File: config.mk
export PLATFORM = sky130hd
export DESIGN_NAME = ahb_job_queue_flat
export DESIGN_NICKNAME = d
export VERILOG_FILES = /design/src/rtl/ahb_job_queue_if.sv /design/src/rtl/ahb_job_queue.sv /design/src/flat_wrapper.sv
export SDC_FILE = /design/constraint.sdc
export NUM_CORES = 2
export LEC_CHECK = 0
export ABC_AREA = 1
export CAP_MARGIN = 0
export CORE_MARGIN = 10
export CORE_UTILIZATION = 30
export CTS_BUF_LIST = sky130_fd_sc_hd__clkbuf_16
export DETAILED_ROUTE_END_ITERATION = 10
export PLACE_DENSITY = 0.48
export SYNTH_ARGS = -nofsm -noshare
export SYNTH_HDL_FRONTEND = slang
export SYNTH_SLANG_ARGS = --single-unit
File: constraint.sdc
create_clock -name clk -period 18.5 [get_ports clk]
set_input_delay 5.55 -clock clk [delete_from_list [all_inputs] [get_ports clk]]
set_output_delay 5.55 -clock clk [all_outputs]
set_load 0.05 [all_outputs]
File: src/rtl/ahb_job_queue_if.sv
// ahb_job_queue_if: bundles every non-clock signal of ahb_job_queue.
//   slave  modport: the queue itself (takes I_* inputs, drives O_* outputs).
//   master modport: the surrounding system (producer, worker, consumer).
// Signal groups:
//   cmd  : I_cmd_valid/O_cmd_ready handshake plus I_cmd_write/addr/wdata.
//   job  : O_go/I_done with O_int_addr/wdata/write and I_int_rdata(_valid).
//   rsp  : O_rsp_valid/I_rsp_ready handshake plus O_rsp_write/rdata/err.
//   misc : O_count (FIFO occupancy), O_busy, dbg_state (FSM state).
interface ahb_job_queue_if #(
  parameter int pAHB_ADDR_WIDTH    = 32,
  parameter int pPAYLOAD_SIZE_BITS = 128,
  parameter int pQUEUE_DEPTH       = 4
);
  localparam int CW = $clog2(pQUEUE_DEPTH) + 1;

  logic                          I_cmd_valid;
  logic                          O_cmd_ready;
  logic                          I_cmd_write;
  logic [pAHB_ADDR_WIDTH-1:0]    I_cmd_addr;
  logic [pPAYLOAD_SIZE_BITS-1:0] I_cmd_wdata;

  logic [pAHB_ADDR_WIDTH-1:0]    O_int_addr;
  logic [pPAYLOAD_SIZE_BITS-1:0] O_int_wdata;
  logic                          O_int_write;
  logic                          O_go;
  logic                          I_done;
  logic [pPAYLOAD_SIZE_BITS-1:0] I_int_rdata;
  logic                          I_int_rdata_valid;

  logic                          O_rsp_valid;
  logic                          I_rsp_ready;
  logic                          O_rsp_write;
  logic [pPAYLOAD_SIZE_BITS-1:0] O_rsp_rdata;
  logic                          O_rsp_err;

  logic [CW-1:0]                 O_count;
  logic                          O_busy;
  logic [1:0]                    dbg_state;

  modport slave (
    input  I_cmd_valid, I_cmd_write, I_cmd_addr, I_cmd_wdata,
    input  I_done, I_int_rdata, I_int_rdata_valid, I_rsp_ready,
    output O_cmd_ready, O_int_addr, O_int_wdata, O_int_write, O_go,
    output O_rsp_valid, O_rsp_write, O_rsp_rdata, O_rsp_err,
    output O_count, O_busy, dbg_state
  );

  modport master (
    output I_cmd_valid, I_cmd_write, I_cmd_addr, I_cmd_wdata,
    output I_done, I_int_rdata, I_int_rdata_valid, I_rsp_ready,
    input  O_cmd_ready, O_int_addr, O_int_wdata, O_int_write, O_go,
    input  O_rsp_valid, O_rsp_write, O_rsp_rdata, O_rsp_err,
    input  O_count, O_busy, dbg_state
  );
endinterface

File: src/rtl/ahb_job_queue.sv
// ahb_job_queue: command FIFO and job sequencer in front of the AHB worker.
// Buffers read/write jobs, issues them one at a time on O_go/I_done,
// captures read data, times out stuck jobs, and returns one response per job.
// Ports:
//   clk  : clock, rising edge.
//   rst  : asynchronous active-high reset.
//   bus  : ahb_job_queue_if.slave (command, worker job, response, status).
// Handshakes: a transfer on cmd or rsp happens on a rising edge where valid
// and ready are both high; valid never depends on ready, and a source keeps
// its payload stable while valid is high and ready is low.
module ahb_job_queue #(
  parameter int pAHB_ADDR_WIDTH    = 32,
  parameter int pPAYLOAD_SIZE_BITS = 128,
  parameter int pQUEUE_DEPTH       = 4,
  parameter int pJOB_TIMEOUT       = 64
) (
  input  logic            clk,
  input  logic            rst,
  ahb_job_queue_if.slave  bus
);
  localparam int PTR_W = $clog2(pQUEUE_DEPTH) + 1;
  localparam int IDX_W = PTR_W - 1;
  localparam int TMO_W = $clog2(pJOB_TIMEOUT + 1);
  localparam int ENT_W = 1 + pAHB_ADDR_WIDTH + pPAYLOAD_SIZE_BITS;

  typedef enum logic [1:0] {IDLE = 2'd0, ISSUE = 2'd1, RESP = 2'd2} state_t;
  state_t state, state_nxt;

  // FIFO: entries are {write, addr, wdata}
  logic [ENT_W-1:0] mem [pQUEUE_DEPTH];
  logic [PTR_W-1:0] wr_ptr, rd_ptr;
  logic             full, empty, push, pop;

  logic done_evt, tmo_evt;

  // Job register and per-job tracking
  logic                          job_write;
  logic [pAHB_ADDR_WIDTH-1:0]    job_addr;
  logic [pPAYLOAD_SIZE_BITS-1:0] job_wdata;
  logic                          go;
  logic [TMO_W-1:0]              age;
  logic                          cap;
  logic [pPAYLOAD_SIZE_BITS-1:0] cap_data;

  // Response register
  logic                          rsp_valid, rsp_write, rsp_err;
  logic [pPAYLOAD_SIZE_BITS-1:0] rsp_rdata;

  // Extra MSB distinguishes full from empty when the index bits match.
  assign empty = (wr_ptr == rd_ptr);
  assign full  = (wr_ptr[IDX_W-1:0] == rd_ptr[IDX_W-1:0]) &&
                 (wr_ptr[PTR_W-1] != rd_ptr[PTR_W-1]);
  assign push  = bus.I_cmd_valid && !full;

  always_ff @(posedge clk) begin
    if (push) mem[wr_ptr[IDX_W-1:0]] <= {bus.I_cmd_write, bus.I_cmd_addr, bus.I_cmd_wdata};
  end

  always_ff @(posedge clk or posedge rst) begin
    if (rst) begin
      wr_ptr <= '0;
      rd_ptr <= '0;
    end else begin
      if (push) wr_ptr <= wr_ptr + 1'b1;
      if (pop)  rd_ptr <= rd_ptr + 1'b1;
    end
  end

  always_ff @(posedge clk or posedge rst) begin
    if (rst) state <= IDLE;
    else     state <= state_nxt;
  end

  always_comb begin
    state_nxt = state;
    pop       = 1'b0;
    done_evt  = 1'b0;
    tmo_evt   = 1'b0;
    case (state)
      IDLE: begin
        if (!empty) begin
          pop       = 1'b1;
          state_nxt = ISSUE;
        end
      end
      ISSUE: begin
        // Done wins over a timeout landing on the same edge.
        if (bus.I_done) begin
          done_evt  = 1'b1;
          state_nxt = RESP;
        end else if (age == TMO_W'(pJOB_TIMEOUT)) begin
          tmo_evt   = 1'b1;
          state_nxt = RESP;
        end
      end
      RESP: begin
        // rsp_valid is always high here, so ready alone completes the handshake.
        if (bus.I_rsp_ready) begin
          if (!empty) begin
            pop       = 1'b1;
            state_nxt = ISSUE;
          end else begin
            state_nxt = IDLE;
          end
        end
      end
      default: state_nxt = IDLE;
    endcase
  end

  always_ff @(posedge clk or posedge rst) begin
    if (rst) begin
      job_write <= 1'b0;
      job_addr  <= '0;
      job_wdata <= '0;
      go        <= 1'b0;
      age       <= '0;
      cap       <= 1'b0;
      cap_data  <= '0;
      rsp_valid <= 1'b0;
      rsp_write <= 1'b0;
      rsp_err   <= 1'b0;
      rsp_rdata <= '0;
    end else begin
      if (state == RESP && bus.I_rsp_ready) rsp_valid <= 1'b0;
      if (pop) begin
        {job_write, job_addr, job_wdata} <= mem[rd_ptr[IDX_W-1:0]];
        go       <= 1'b1;
        age      <= '0;
        cap      <= 1'b0;
        cap_data <= '0;
      end
      if (state == ISSUE) begin
        if (bus.I_int_rdata_valid) begin
          cap      <= 1'b1;
          cap_data <= bus.I_int_rdata;
        end
        if (done_evt) begin
          go        <= 1'b0;
          rsp_valid <= 1'b1;
          rsp_write <= job_write;
          // Data arriving together with done counts as captured.
          if (job_write) rsp_rdata <= '0;
          else if (bus.I_int_rdata_valid) rsp_rdata <= bus.I_int_rdata;
          else rsp_rdata <= cap_data;
          rsp_err <= !job_write && !bus.I_int_rdata_valid && !cap;
        end else if (tmo_evt) begin
          go        <= 1'b0;
          rsp_valid <= 1'b1;
          rsp_write <= job_write;
          rsp_rdata <= '0;
          rsp_err   <= 1'b1;
        end else begin
          age <= age + 1'b1;
        end
      end
    end
  end

  assign bus.O_cmd_ready = !full;
  assign bus.O_int_addr  = job_addr;
  assign bus.O_int_wdata = job_wdata;
  assign bus.O_int_write = job_write;
  assign bus.O_go        = go;
  assign bus.O_rsp_valid = rsp_valid;
  assign bus.O_rsp_write = rsp_write;
  assign bus.O_rsp_rdata = rsp_rdata;
  assign bus.O_rsp_err   = rsp_err;
  assign bus.O_count     = wr_ptr - rd_ptr;
  assign bus.O_busy      = (state != IDLE) || !empty;
  assign bus.dbg_state   = state;
endmodule

File: src/flat_wrapper.sv
// flat-port wrapper written by rule: the top's interface ports become plain ports
module ahb_job_queue_flat 
#(
  parameter int pAHB_ADDR_WIDTH    = 32,
  parameter int pPAYLOAD_SIZE_BITS = 128,
  parameter int pQUEUE_DEPTH       = 4,
  parameter int pJOB_TIMEOUT       = 64
)
  (clk, rst, bus_I_cmd_valid, bus_I_cmd_write, bus_I_cmd_addr, bus_I_cmd_wdata, bus_I_done, bus_I_int_rdata, bus_I_int_rdata_valid, bus_I_rsp_ready, bus_O_cmd_ready, bus_O_int_addr, bus_O_int_wdata, bus_O_int_write, bus_O_go, bus_O_rsp_valid, bus_O_rsp_write, bus_O_rsp_rdata, bus_O_rsp_err, bus_O_count, bus_O_busy, bus_dbg_state);
  ahb_job_queue_if #(.pAHB_ADDR_WIDTH(pAHB_ADDR_WIDTH), .pPAYLOAD_SIZE_BITS(pPAYLOAD_SIZE_BITS), .pQUEUE_DEPTH(pQUEUE_DEPTH)) bus_i ();
  input  logic clk;
  input  logic rst;
  input wire logic [$bits(bus_i.I_cmd_valid)-1:0] bus_I_cmd_valid;
  input wire logic [$bits(bus_i.I_cmd_write)-1:0] bus_I_cmd_write;
  input wire logic [$bits(bus_i.I_cmd_addr)-1:0] bus_I_cmd_addr;
  input wire logic [$bits(bus_i.I_cmd_wdata)-1:0] bus_I_cmd_wdata;
  input wire logic [$bits(bus_i.I_done)-1:0] bus_I_done;
  input wire logic [$bits(bus_i.I_int_rdata)-1:0] bus_I_int_rdata;
  input wire logic [$bits(bus_i.I_int_rdata_valid)-1:0] bus_I_int_rdata_valid;
  input wire logic [$bits(bus_i.I_rsp_ready)-1:0] bus_I_rsp_ready;
  output wire logic [$bits(bus_i.O_cmd_ready)-1:0] bus_O_cmd_ready;
  output wire logic [$bits(bus_i.O_int_addr)-1:0] bus_O_int_addr;
  output wire logic [$bits(bus_i.O_int_wdata)-1:0] bus_O_int_wdata;
  output wire logic [$bits(bus_i.O_int_write)-1:0] bus_O_int_write;
  output wire logic [$bits(bus_i.O_go)-1:0] bus_O_go;
  output wire logic [$bits(bus_i.O_rsp_valid)-1:0] bus_O_rsp_valid;
  output wire logic [$bits(bus_i.O_rsp_write)-1:0] bus_O_rsp_write;
  output wire logic [$bits(bus_i.O_rsp_rdata)-1:0] bus_O_rsp_rdata;
  output wire logic [$bits(bus_i.O_rsp_err)-1:0] bus_O_rsp_err;
  output wire logic [$bits(bus_i.O_count)-1:0] bus_O_count;
  output wire logic [$bits(bus_i.O_busy)-1:0] bus_O_busy;
  output wire logic [$bits(bus_i.dbg_state)-1:0] bus_dbg_state;
  assign bus_i.I_cmd_valid = bus_I_cmd_valid;
  assign bus_i.I_cmd_write = bus_I_cmd_write;
  assign bus_i.I_cmd_addr = bus_I_cmd_addr;
  assign bus_i.I_cmd_wdata = bus_I_cmd_wdata;
  assign bus_i.I_done = bus_I_done;
  assign bus_i.I_int_rdata = bus_I_int_rdata;
  assign bus_i.I_int_rdata_valid = bus_I_int_rdata_valid;
  assign bus_i.I_rsp_ready = bus_I_rsp_ready;
  assign bus_O_cmd_ready = bus_i.O_cmd_ready;
  assign bus_O_int_addr = bus_i.O_int_addr;
  assign bus_O_int_wdata = bus_i.O_int_wdata;
  assign bus_O_int_write = bus_i.O_int_write;
  assign bus_O_go = bus_i.O_go;
  assign bus_O_rsp_valid = bus_i.O_rsp_valid;
  assign bus_O_rsp_write = bus_i.O_rsp_write;
  assign bus_O_rsp_rdata = bus_i.O_rsp_rdata;
  assign bus_O_rsp_err = bus_i.O_rsp_err;
  assign bus_O_count = bus_i.O_count;
  assign bus_O_busy = bus_i.O_busy;
  assign bus_dbg_state = bus_i.dbg_state;
  ahb_job_queue #(.pAHB_ADDR_WIDTH(pAHB_ADDR_WIDTH), .pPAYLOAD_SIZE_BITS(pPAYLOAD_SIZE_BITS), .pQUEUE_DEPTH(pQUEUE_DEPTH), .pJOB_TIMEOUT(pJOB_TIMEOUT)) u_core (.clk(clk), .rst(rst), .bus(bus_i));
endmodule
# ---- Yosys cells after proc, flatten, opt, wreduce, memory -nomap -nowiden
# Memory sizes are Yosys's and may differ from the RTL's. A register that Yosys moved wholly into a read port is not among the register bits.
# Index checks and enable logic that the tools add are counted.
dict set report classes {
  addsub 4
  n_eq_ne 9
  n_mux 42
  n_reduce_logical 16
}
# op count
set op_table {}
lappend op_table {{2-to-1 mux 128 bit} 7}
lappend op_table {{2-to-1 mux 7 bit} 4}
lappend op_table {{2-to-1 mux 1 bit} 25}
lappend op_table {{2-to-1 mux 2 bit} 4}
lappend op_table {{adder 7 x 1 -> 7 bit (second input constant)} 1}
lappend op_table {{== test 7 bit (second input constant)} 1}
lappend op_table {{adder 3 x 1 -> 3 bit (second input constant)} 2}
lappend op_table {{one-hot mux 2 bit (3 select lines)} 1}
lappend op_table {{logical AND 1 bit} 5}
lappend op_table {{zero test 1 bit} 5}
lappend op_table {{inequality test 2 bit (second input constant)} 2}
lappend op_table {{nonzero test 2 bit} 2}
lappend op_table {{== test 3 bit} 1}
lappend op_table {{inequality test 3 x 2 -> 1 bit (second input constant)} 1}
lappend op_table {{AND reduction 3 bit} 1}
lappend op_table {{subtractor 3 bit} 1}
lappend op_table {{== test 2 x 1 -> 1 bit (second input constant)} 1}
lappend op_table {{== test 2 bit} 1}
lappend op_table {{== test 2 bit (second input constant)} 1}
lappend op_table {{zero test 2 bit} 1}
lappend op_table {{one-hot mux 1 bit (2 select lines)} 1}
lappend op_table {{AND reduction 2 bit} 1}
lappend op_table {{logical OR 1 bit} 1}
lappend op_table {{inequality test 1 bit} 1}
dict set report word_totals {
  ff_bits 276
  ramBits 644
  inputBits 295
  out_inout_bits 300
  word_cells 83
  memories 1
}
# memory words word_bits read_ports rd_ports_with_merged_regs wr line
set mem_list {}
lappend mem_list {u_core.mem 4 161 1 1 1 ahb_job_queue.sv:30} ;# logic [ENT_W-1:0] mem [pQUEUE_DEPTH];

# ---- Depth between registers and ports, before layout
dict set report depth {
  depth_word 8
  mapped_depth 13
  ltp_nobuf 10
}

# ---- Worst setup path before layout
# No wires, ideal clock.
dict set report synth_timing {
  path_type {input-to-reg}
  startpoint {input bus_I_cmd_valid}
  endpoint {memory u_core.mem[3][0] in the netlist's numbering (enable)}
  setup_ns 0.686
  arrival_time_ns 12.478
  required_ns 17.814
  slack_ns 5.335
  cell_stages 2
  path_buffers 0
  cell_sequence {nand2_1 nor2_1}
}
dict set report synth_between {
  elab_chain_len 3
}
# item line
set synth_rtl {}
lappend synth_rtl {{start, declared} flat_wrapper.sv:13} ;# input wire logic [$bits(bus_i.I_cmd_valid)-1:0] bus_I_cmd_valid;
lappend synth_rtl {{logical AND 1 bit} ahb_job_queue.sv:53} ;# assign push = bus.I_cmd_valid && !full;
lappend synth_rtl {{2-to-1 mux 1 bit} ahb_job_queue.sv:56} ;# if (push) mem[wr_ptr[IDX_W-1:0]] <= {bus.I_cmd_write, bus.I_cmd_addr, bus.I_cmd_wdata};
lappend synth_rtl {{2-to-1 mux 1 bit (implied by the code)} ahb_job_queue.sv:56}
lappend synth_rtl {{end, declared} ahb_job_queue.sv:30}
# Every way passes these cells.

# ---- Worst setup path in the final report
dict set report layout_timing {
  startpoint {input bus_I_cmd_valid}
  endpoint {memory u_core.mem[1][12] in the netlist's numbering (enable)}
}
# The elaborated chain is that of the path after synthesis.

==> impl_metrics.yaml <==
floorplan:
  rows: 137
  fp.dieW_um: 395.4
  dieHeight_um: 395.4
  dieArea_um2: 156400
  start_util: 0.3027
  ioPinCount: 595
  core_um2: 139700
finish:
  final_layout_size_suffix_gt1_frac: 0.04872
  post-route-util: 0.3837
  fin_nets: 4488
  syn_to_final_growth_pct: 26.77
  fillers: 13612
worst_setup_path:
  reg2reg_slack_ns: 13.00
  crit_top_cell: "buf_4"
  cp_num_buf_inv: 4
  r2r-start: "u_core.rd_ptr[1]"
  worstSetupEndpointType: "flop"
  r2r_end: "u_core.mem[1][12]"
  crit_fanout: 52
  cp-start-kind: "input pin"
  worstPathCellList: "clkdlybuf4s50_1, nand2_1, nor2_4, buf_4, buf_4, buf_4"
  crit_family: "buffers and inverters"
  crit_arrival_ns: 9.62
  r2r_cells: 10
  cpPeakStageDelay_ns: 0.80
  worstPathRequired_ns: 18.87
  cpMaxStageDelayCell: "nor2_4"
  crit_type: "input pin to flop"
grt:
  track_usage: 0.1584
  antenna_found_initial: 41
  grt_pass1_wl_mm: 191.3
  overflow: 0
  grt_max_degree: 190
  first_global_vias: 28407
cts:
  clock_sinks: 1081
  cts_hold_buf: 0
  path_clk_slew_ns: 0.06
  clock_path_buffers: 3
  cts_buffers: 119
  clockRootBuffer: "clkbuf_16"
  htree_levels: 3
  cts_resized: 0
  cts_tree: "done"
  post-cts-setup-buffers: 0
  worstSkewPairLatency_ns: 0.78
timing:
  slew_headroom: 0.2144
  fmax_mhz: 108.1
  period_share: 0.5000
  finClkSkew_ns: 0.07890
  hold_viol: 0
  rsz0062_at_grt: "no"
  period_needed_ns: 9.250
  finalSetupViolations: 0
  worstMarginPinSlew_ns: 1.178
  tns_ns: 0
  slew_violations: 0
logic_synthesis:
  ys_top_cells_by_count: "nand2_1 (779), edfxtp_1 (644), o21ai_0 (527), nor2_1 (494), dfrtp_1 (437)"
  yosysMostFrequentCell: "nand2_1"
  synth_edf_count: 644
  synth.top_cells.by_area: "edfxtp_1 (46%), dfrtp_1 (26%), nand2_1 (6.9%), o21ai_0 (6.2%), nor2_1 (4.4%)"
  async_flop_share: 0.4043
  synth_ff_type: "edfxtp_1"
  synth_top_cell_by_area: "edfxtp_1"
  avgSynthCellArea_um2: 11.52
  yosysUniqueCellTypes: 30
  synthCells: 3672
  syn-cell-area_um2: 42290
  synth_top_area_share: 0.4573
  yosysWarnings: 0
  syn-num-nets: 3977
  synth_sequential_area_ratio: 0.7159
  ys_seq_elements: 1081
power_and_ir_drop:
  switching_share: 0.4392
  p_int_uw: 5860
  switchingPower_uw: 4591
  leakagePower_uw: 0.02137
  p_seq_frac: 0.362
  clkPwrFrac: 0.214
  vdd_drop_max_mv: 0.1138
  powerDensity_nw_per_um2: 195.0
  power_frac_comb: 0.425
hold_path:
  hold_path_class: "flop to flop"
  min_from: "u_core.bus.O_int_wdata[0]"
  holdPathStages: 2
  whs_endpoint: "u_core.bus.O_int_wdata[0]"
routing:
  num_vias: 28494
  ant_nets: 0
  wirelength_mm: 128.3
  vias_per_cell: 4.616
  drt_first_pass_iters: 5
  wl_per_cell_um: 20.79
  drt_iter0_markers: 1924
  drc: 0
run:
  max_cap_viol_count: 0
place:
  gp_congestion: 0.7322
  port_buffers: 594
  dpl.hpwl_mm: 75.75
run_status:
  outcome: "finished clean"
[registers in the layout, indices dropped and copies added, names as in the netlist, 2 cells and up]
signal and flops:
u_core.age 7, u_core.bus.O_int_addr 32, u_core.bus.O_int_wdata 128, u_core.bus.O_rsp_rdata 128, u_core.bus.dbg_state 2, u_core.cap_data 128, u_core.mem 644, u_core.rd_ptr 3
u_core.wr_ptr 3
[power groups by stage]
stage | Clock, uW | Combinational [uW] | Sequential, uW
after floorplan | 0 | 1810 | 4930
after global placement | 0 | 4530 | 3820
after detailed placement | 0 | 4540 | 3830
after CTS | 2310 | 4550 | 3790
after global routing | 2410 | 4880 | 3860
final | 2230 | 4440 | 3780
[metal layers]
metal	global-route usage	wire [um]	up-vias
li1	-	-	13668
met1	0.2100	57080	13835
met2	0.2393	56590	721
met3	0.06514	11440	212
met4	0.03924	2822	58
met5	0	393	-
[layout by cell type, fill, tap and decap left out, drive strengths merged]
| cell type | count |
|---|---|
| clkbuf | 119 |
| clkinv | 60 |
| clkinvlp | 1 |
| nor2 | 495 |
| xor2 | 2 |
| dfrtp | 437 |
| nor3 | 2 |
| o31ai | 2 |
| o21ai | 619 |
| nand3b | 1 |
| bufinv | 4 |
| fa | 1 |
| edfxtp | 644 |
| inv | 76 |
| xnor2 | 1 |
| nand2 | 781 |
| a21oi | 4 |
| nand4 | 5 |
| clkdlybuf4s50 | 593 |
| ha | 9 |
| diode | 7 |
| nand3 | 268 |
| mux2i | 128 |
| buf | 38 |
[tightest hold or removal path: cells and delay by family (launching register included)]
family / cells / cell delay [ns]
flip-flops: 1 / 0.34
AND/OR/NAND/NOR: 2 / 0.10
[worst max-delay path by stage]
stage	start	to	slack [ns]	depth (start not counted)
6_report	bus_I_cmd_valid	u_core.mem[1][12]	9.25	6
3_3_place_gp	bus_I_cmd_valid	u_core.mem[3][154]	8.31	6
3_5_place_dp	bus_I_cmd_valid	u_core.mem[3][154]	8.27	6
5_1_grt	bus_I_cmd_valid	u_core.mem[3][11]	8.99	6
2_1_floorplan	rst	u_core.age[0]	0.78	1
4_1_cts	bus_I_cmd_valid	u_core.mem[3][11]	9.09	6
[through the flow]
| stage | instances | worst slack (ns) | total power (uW) | instance area, um^2 | hold slack (ns) |
|---|---|---|---|---|---|
| 6_report | 6173 | 9.250 | 10450 | 53610 | 0.4769 |
| 5_1_grt | 6169 | 8.993 | 11160 | 53600 | 0.4889 |
| 4_1_cts | 6166 | 9.088 | 10650 | 53590 | 0.4816 |
| 3_5_place_dp | 5938 | 8.269 | 8369 | 49900 | 0.4643 |
| 3_3_place_gp | 5938 | 8.315 | 8344 | 49900 | 0.4643 |
| 2_1_floorplan | 3672 | 0.7766 | 6736 | 42290 | 0.4680 |
[area by class of cell]
type	count	area [um^2]	share of cell area
antenna	7	17.52	0.0003268
clock buffer	119	2978	0.05555
clock inverter	109	715.7	0.01335
inverter	32	142.6	0.002661
multi-input combinational	2318	10850	0.2024
sequential	1081	30280	0.5648
tap	1876	2347	0.04379
timing repair buffer	631	6279	0.1171
[kinds of logic after synthesis]
group           count (synthesis)  share of synthesized area
fa+ha+maj                      10                   0.003136
simple gates                 1552                     0.1468
flops                        1081                     0.7159
mux                           128                    0.03030
compound gates                625                    0.07418
xor+xnor                        3                  0.0006215
buf+inv                       273                    0.02905
Note: power is estimated with default switching activity, not from simulation.
